$ cat src/rtl/data_mem_controller.sv
// Data-memory controller between the MEM pipeline stage, a debug reader and a synchronous RAM.
// Byte/halfword stores are done as read-modify-write; loads return right-justified, zero-filled data.
module data_mem_controller #(
   parameter int  NB_DATA    = 32,
   parameter int  N_ELEMENTS = 128,
   localparam int NB_ADDR    = $clog2(N_ELEMENTS)
) (
   input  logic               clock_i,
   input  logic               reset_i,
   input  logic               cpu_req_i,
   input  logic               cpu_we_i,
   input  logic [2:0]         cpu_size_i,
   input  logic [NB_DATA-1:0] cpu_addr_i,
   input  logic [NB_DATA-1:0] cpu_wdata_i,
   output logic [NB_DATA-1:0] cpu_rdata_o,
   output logic               cpu_stall_o,
   output logic               cpu_done_o,
   output logic               cpu_err_o,
   input  logic               dbg_req_i,
   input  logic [NB_ADDR-1:0] dbg_addr_i,
   output logic [NB_DATA-1:0] dbg_rdata_o,
   output logic               dbg_valid_o,
   output logic               mem_en_o,
   output logic               mem_we_o,
   output logic [NB_ADDR-1:0] mem_addr_o,
   output logic [NB_DATA-1:0] mem_wdata_o,
   input  logic [NB_DATA-1:0] mem_rdata_i
);

   typedef enum logic [3:0] {
      IDLE, RD, RD_WAIT, RMW_RD, RMW_WAIT, WR, DBG_RD, DBG_WAIT, DONE
   } state_t;

   localparam logic [NB_DATA-1:0] BYTE_MASK = NB_DATA'(8'hFF);
   localparam logic [NB_DATA-1:0] HALF_MASK = NB_DATA'(16'hFFFF);

   state_t               state;
   state_t               next_state;
   logic                 cpu_active_q;
   logic                 err_q;
   logic [1:0]           size_q;
   logic [1:0]           lane_q;
   logic [NB_ADDR-1:0]   word_q;
   logic [NB_ADDR-1:0]   dbg_addr_q;
   logic [NB_DATA-1:0]   wr_data_q;
   logic [NB_DATA-1:0]   cpu_rdata_q;
   logic [NB_DATA-1:0]   dbg_rdata_q;
   logic                 mem_en_raw;
   logic                 mem_we_raw;
   logic                 size_ok;
   logic                 req_misaligned;
   logic                 busy;
   logic [4:0]           lane_sh;
   logic [NB_DATA-1:0]   sub_mask;
   logic [NB_DATA-1:0]   load_data;
   logic [NB_DATA-1:0]   merge_data;
   logic                 unused_addr_bits;

   // Address bits above the 512-byte window are ignored, so accesses wrap.
   assign unused_addr_bits = ^cpu_addr_i[NB_DATA-1:NB_ADDR+2];

   assign size_ok = (cpu_size_i == 3'b001) || (cpu_size_i == 3'b010) || (cpu_size_i == 3'b100);
   assign req_misaligned = !size_ok
                           || (cpu_size_i[1] && cpu_addr_i[0])
                           || (cpu_size_i[2] && (cpu_addr_i[1:0] != 2'b00));

   assign lane_sh    = {lane_q, 3'b000};
   assign sub_mask   = size_q[0] ? BYTE_MASK : (size_q[1] ? HALF_MASK : '1);
   assign load_data  = (mem_rdata_i >> lane_sh) & sub_mask;
   assign merge_data = (mem_rdata_i & ~(sub_mask << lane_sh)) | ((wr_data_q & sub_mask) << lane_sh);

   always_ff @(posedge clock_i) begin
      if (reset_i) begin
         state <= IDLE;
      end else begin
         state <= next_state;
      end
   end

   always_comb begin
      next_state = state;
      mem_en_raw = 1'b0;
      mem_we_raw = 1'b0;
      case (state)
         IDLE: begin
            if (cpu_req_i) begin
               if (req_misaligned)    next_state = DONE;
               else if (!cpu_we_i)    next_state = RD;
               else if (cpu_size_i[2]) next_state = WR;
               else                   next_state = RMW_RD;
            end else if (dbg_req_i) begin
               next_state = DBG_RD;
            end
         end
         RD: begin
            mem_en_raw = 1'b1;
            next_state = RD_WAIT;
         end
         RD_WAIT:  next_state = DONE;
         RMW_RD: begin
            mem_en_raw = 1'b1;
            next_state = RMW_WAIT;
         end
         RMW_WAIT: next_state = WR;
         WR: begin
            mem_en_raw = 1'b1;
            mem_we_raw = 1'b1;
            next_state = DONE;
         end
         DBG_RD: begin
            mem_en_raw = 1'b1;
            next_state = DBG_WAIT;
         end
         DBG_WAIT: next_state = DONE;
         DONE:     next_state = IDLE;
         default:  next_state = IDLE;
      endcase
   end

   always_ff @(posedge clock_i) begin
      if (reset_i) begin
         cpu_active_q <= 1'b0;
         err_q        <= 1'b0;
         size_q       <= '0;
         lane_q       <= '0;
         word_q       <= '0;
         dbg_addr_q   <= '0;
         wr_data_q    <= '0;
         cpu_rdata_q  <= '0;
         dbg_rdata_q  <= '0;
      end else begin
         if (state == IDLE) begin
            if (cpu_req_i) begin
               cpu_active_q <= 1'b1;
               err_q        <= req_misaligned;
               size_q       <= cpu_size_i[1:0];
               lane_q       <= cpu_addr_i[1:0];
               word_q       <= cpu_addr_i[NB_ADDR+1:2];
               wr_data_q    <= cpu_wdata_i;
            end else if (dbg_req_i) begin
               cpu_active_q <= 1'b0;
               err_q        <= 1'b0;
               dbg_addr_q   <= dbg_addr_i;
            end
         end
         if (state == RD_WAIT)  cpu_rdata_q <= load_data;
         if (state == RMW_WAIT) wr_data_q   <= merge_data;
         if (state == DBG_WAIT) dbg_rdata_q <= mem_rdata_i;
      end
   end

   // Every output is forced low while reset is held, so an aborted store cannot write.
   assign busy        = (state != IDLE) && (state != DONE);
   assign cpu_stall_o = !reset_i && ((cpu_req_i && (state == IDLE)) || (busy && cpu_active_q));
   assign cpu_done_o  = !reset_i && (state == DONE) && cpu_active_q;
   assign cpu_err_o   = !reset_i && (state == DONE) && cpu_active_q && err_q;
   assign dbg_valid_o = !reset_i && (state == DONE) && !cpu_active_q;
   assign cpu_rdata_o = reset_i ? '0 : cpu_rdata_q;
   assign dbg_rdata_o = reset_i ? '0 : dbg_rdata_q;
   assign mem_en_o    = !reset_i && mem_en_raw;
   assign mem_we_o    = !reset_i && mem_we_raw;
   assign mem_addr_o  = reset_i ? '0 : (cpu_active_q ? word_q : dbg_addr_q);
   assign mem_wdata_o = reset_i ? '0 : wr_data_q;

endmodule

$ cat config.mk
export PLATFORM = sky130hd
export DESIGN_NAME = data_mem_controller
export DESIGN_NICKNAME = d
export VERILOG_FILES = /design/src/rtl/data_mem_controller.sv
export SDC_FILE = /design/constraint.sdc
export NUM_CORES = 1
export LEC_CHECK = 0
export CORE_ASPECT_RATIO = 1.2
export CORE_MARGIN = 4
export CORE_UTILIZATION = 42
export DETAILED_ROUTE_END_ITERATION = 8
export PLACE_DENSITY = 0.78
export REMOVE_ABC_BUFFERS = 1
export SLEW_MARGIN = 20
export SYNTH_ARGS = -nofsm -noshare
export SYNTH_HDL_FRONTEND = slang
export SYNTH_SLANG_ARGS = --single-unit
$ cat constraint.sdc
create_clock -name clock_i -period 1.85 [get_ports clock_i]
set_input_delay 0.37 -clock clock_i [delete_from_list [all_inputs] [get_ports clock_i]]
set_output_delay 0.37 -clock clock_i [all_outputs]
set_load 0.02 [all_outputs]
==> results.md <==
- Number of nets with antenna violations after routing: 0
- Number of antenna diodes: 0
- Hold path startpoint: reset_i
- Summed negative setup slack over all endpoints: -2484 ps
- Seq. cell area: 2410 um2
- Area of the multi-input gates: 4059 um2
- Violated checks: setup timing
- Arrival @ worst endpoint: 1780 ps
- Number of flip-flops and latches in the synthesized netlist: 120
- Crit path kind: flip-flop to output port
- Worst hold-check path type: input port to flip-flop
- Cell Rows: 49
- Post-layout nets: 1206
- Share of synthesized flip-flops with an asynchronous set or reset: 0%
- Required time at the endpoint of the critical path: 1480 ps
- Via count of the first global-routing pass: 7316
- Register clock-pin slew on the reported worst setup and hold paths: 50 ps
- Layout filler cell count: 1262
- Clock power share: 28.3%
- Hold worst-path end: cpu_rdata_q[12]
- Final Critical Period: 2149 ps
- Total number of vias: 7524
- Initial antenna violation count: 0
- Buffers added on ports: 196
- Reported max-cap violation count: 0
- HPWL after DPL: 17620 um
- Number of different library cells in the post-synthesis netlist: 55
- Final cycle utilization of the critical path: 116.2%
- Count of flip-flops with a built-in enable after synthesis: 0
- Number of setup violations in the final report: 31
- Non-Filler Cell Area, Final: 10300 um2
- Global-route usage over all layers: 27.56%
- Overflow left after global routing: 0
- Wire length reported by the detailed router: 25320 um
- Maximum achievable frequency: 465.3 MHz
- Capture instance of the worst register-to-register path: cpu_rdata_q[18]
- Unrepaired setup endpoints after global routing: true
- Remaining DRCs: 0
- Final RePlAce weighted congestion: 0.8959
- Number of stages on the worst hold path: 3
- Worst Setup Start Kind: flip-flop
- Worst setup margin: -299.3 ps
- Die X-Extent: 121.4 um
- Switching component of the power: 3.973 mW
- Number of warnings reported in the yosys synthesis log: 0
- Count of pins over their slew limit: 0
- Area of the mapped netlist: 6484 um2
- Number of ports placed on the die boundary: 220
- Total core area: 15080 um2
- Wire length of the first global-routing pass: 37890 um
- Final hold violation count: 0
- Router iterations before antenna repair: 8
- Pwr per Cell Area: 1079 nW/um2
- Internal Power: 7.148 mW
- Sw Ratio: 35.72%
- Static leakage: 4.342 nW
- Final routed wire length divided by cell count: 19.34 um
- Result of the run: complete, but fails checks
- Top_reg_cell synth: sky130_fd_sc_hd__dfxtp_1
- Worst reg2reg setup slack: -150 ps
- Maximum level of the CTS H-tree: 4
- Clock skew: 6.583 ps
- Worst-Margin Slew: 620.9 ps
- Drt first-iter violations: 683
- Area of the die: 17500 um2
- Drt via density: 5.748
- Relative contribution of sequential cells to total power: 31.0%
- Height of the die: 144.1 um
- Sequential cell area fraction in the yosys report: 37.05%
- CTS tree: built
- Synthesized instance count: 830
- Sinks on the clock net: 120
- Area added between synthesis and finish: 58.91%
- Effective utilization at floorplan: 42.99%
- Remaining max-slew budget at the tightest pin: 58.46%
- Clock Tree Buf Depth: 2
- Maximum number of pins on one net before global-route repair: 34
- Max IR drop VDD: 681.1 uV
- Mapped Avg Cell Area: 7.812 um2
- Worst flop-to-flop path startpoint: state[2]
- Number of buffers inserted during clock tree synthesis: 17
- Post-detailed-placement cell area: 9338 um2
- Fraction of power consumed by combinational cells: 40.8%
- Largest fanout on the critical path: 3
- Root Driver: sky130_fd_sc_hd__clkbuf_16
- Cells on worst reg2reg path: 6
- Worst-Skew Late Latency: 420 ps
- Share of final-layout standard cells stronger than drive strength 1: 22.44%
- Capturing element type of the critical path: output port
==> cells in the final DEF, fill, tap and decap left out, types with 11 or more instances in the layout <==
cell type                         Yosys  layout
sky130_fd_sc_hd__o22ai_1             32      32
sky130_fd_sc_hd__nor2_1              64      62
sky130_fd_sc_hd__nand2_1            147     144
sky130_fd_sc_hd__buf_12               0      13
sky130_fd_sc_hd__nor3_1              12      11
sky130_fd_sc_hd__dfxtp_1            120     114
sky130_fd_sc_hd__clkbuf_16            0      21
sky130_fd_sc_hd__clkdlybuf4s50_1      0      86
sky130_fd_sc_hd__a22o_1              15      15
sky130_fd_sc_hd__nor2b_1             98      97
sky130_fd_sc_hd__a21oi_1             71      62
sky130_fd_sc_hd__buf_6                1      15
sky130_fd_sc_hd__mux2i_1             31      30
sky130_fd_sc_hd__buf_4                0      95
sky130_fd_sc_hd__dlygate4sd2_1        0      96
==> metal layers <==
metal  global-route usage [%]  part of all wire [%]  up-vias
met5                        0                     0        -
met2                    45.94                    48      389
li1                         -                     -     3495
met1                    32.12                    38     3541
met3                    7.081                   8.7       99
met4                    15.81                   5.4        0
==> layout make-up <==
| class | instances | share of cell area, % |
|---|---|---|
| tap | 204 | 2.477 |
| clock buffer | 26 | 4.942 |
| sequential | 120 | 23.39 |
| multi-input combinational | 630 | 39.39 |
| timing repair buffer | 319 | 29.16 |
| clock inverter | 3 | 0.3886 |
| inverter | 7 | 0.2550 |
==> registers in the layout (all words and copies together), names as in the netlist <==
signal / count
cpu_active_q: 1
cpu_rdata_q: 32
dbg_addr_q: 7
dbg_rdata_q: 32
err_q: 1
lane_q: 2
size_q: 2
state: 4
word_q: 7
wr_data_q: 32
==> repair_timing <==
action                     4_1_cts  5_1_grt
setup endpoints to repair      144       85
gates resized for setup        173       72
pin swaps                       15       12
buffers inserted                 5        8
hold buffers                     0        0
gates cloned                     1        5
==> power by group through the flow <==
| stage | Sequential [mW] | Combinational (mW) | Clock, mW |
|---|---|---|---|
| after global routing | 3.46 | 4.83 | 3.29 |
| after global placement | 3.42 | 3.87 | 0 |
| after floorplan | 3.43 | 1.98 | 0 |
| final | 3.44 | 4.53 | 3.14 |
| after CTS | 3.39 | 3.97 | 3.16 |
| after detailed placement | 3.43 | 3.93 | 0 |
==> worst max-delay path, stage by stage (launching register included) <==
cell                      delay, ps
sky130_fd_sc_hd__dfxtp_2        320
sky130_fd_sc_hd__or3_4          410
sky130_fd_sc_hd__nor3b_2        180
sky130_fd_sc_hd__buf_4          150
sky130_fd_sc_hd__and3_4         180
sky130_fd_sc_hd__buf_6          110
==> synth_stat cells, drive strengths merged (13+ instances only) <==
master | number | area, um2
nand2 | 147 | 551.8
dfxtp | 120 | 2402
nor2b | 98 | 613.1
a21oi | 71 | 355.3
nor2 | 64 | 240.2
clkbuf | 48 | 180.2
o22ai | 32 | 200.2
mux2i | 31 | 310.3
buf | 25 | 120.1
a221oi | 16 | 140.1
a22o | 15 | 131.4
nor3 | 13 | 70.07
==> kinds of logic after synthesis <==
family | Yosys count | share of synthesized area [%]
DFF | 120 | 37.05
buffers and inverters | 80 | 5.036
xor gates and xnor gates | 1 | 0.1351
AOI/OAI and AO/OA | 219 | 23.37
muxes | 39 | 6.175
and+or+nand+nor | 371 | 28.23
==> worst max-delay path by stage <==
stage              start            end  slack [ps]  cells past startpoint
2_1_floorplan  lane_q[0]  wr_data_q[16]        -950                      4
3_3_place_gp   cpu_req_i  wr_data_q[26]        -320                      6
3_5_place_dp   cpu_req_i  wr_data_q[29]        -350                      6
4_1_cts         state[2]      cpu_err_o        -260                      5
5_1_grt         state[2]      cpu_err_o        -340                      5
6_report        state[2]      cpu_err_o        -300                      5
==> stage by stage <==
step | setup WS, ps | utilization [%] | hold WS [ps] | instances | power [mW]
floorplan | -952.5 | - | 425.7 | 757 | 5.409
global placement | -319.1 | 61.91 | 433.2 | 1261 | 7.290
detailed placement | -347.5 | 61.91 | 439.6 | 1261 | 7.365
CTS | -256.4 | 65.56 | 321.0 | 1296 | 10.52
global route | -344.8 | 68.32 | 331.0 | 1309 | 11.58
finish | -299.3 | 68.32 | 331.1 | 1309 | 11.12
Note: power is estimated with default switching activity, not from simulation.
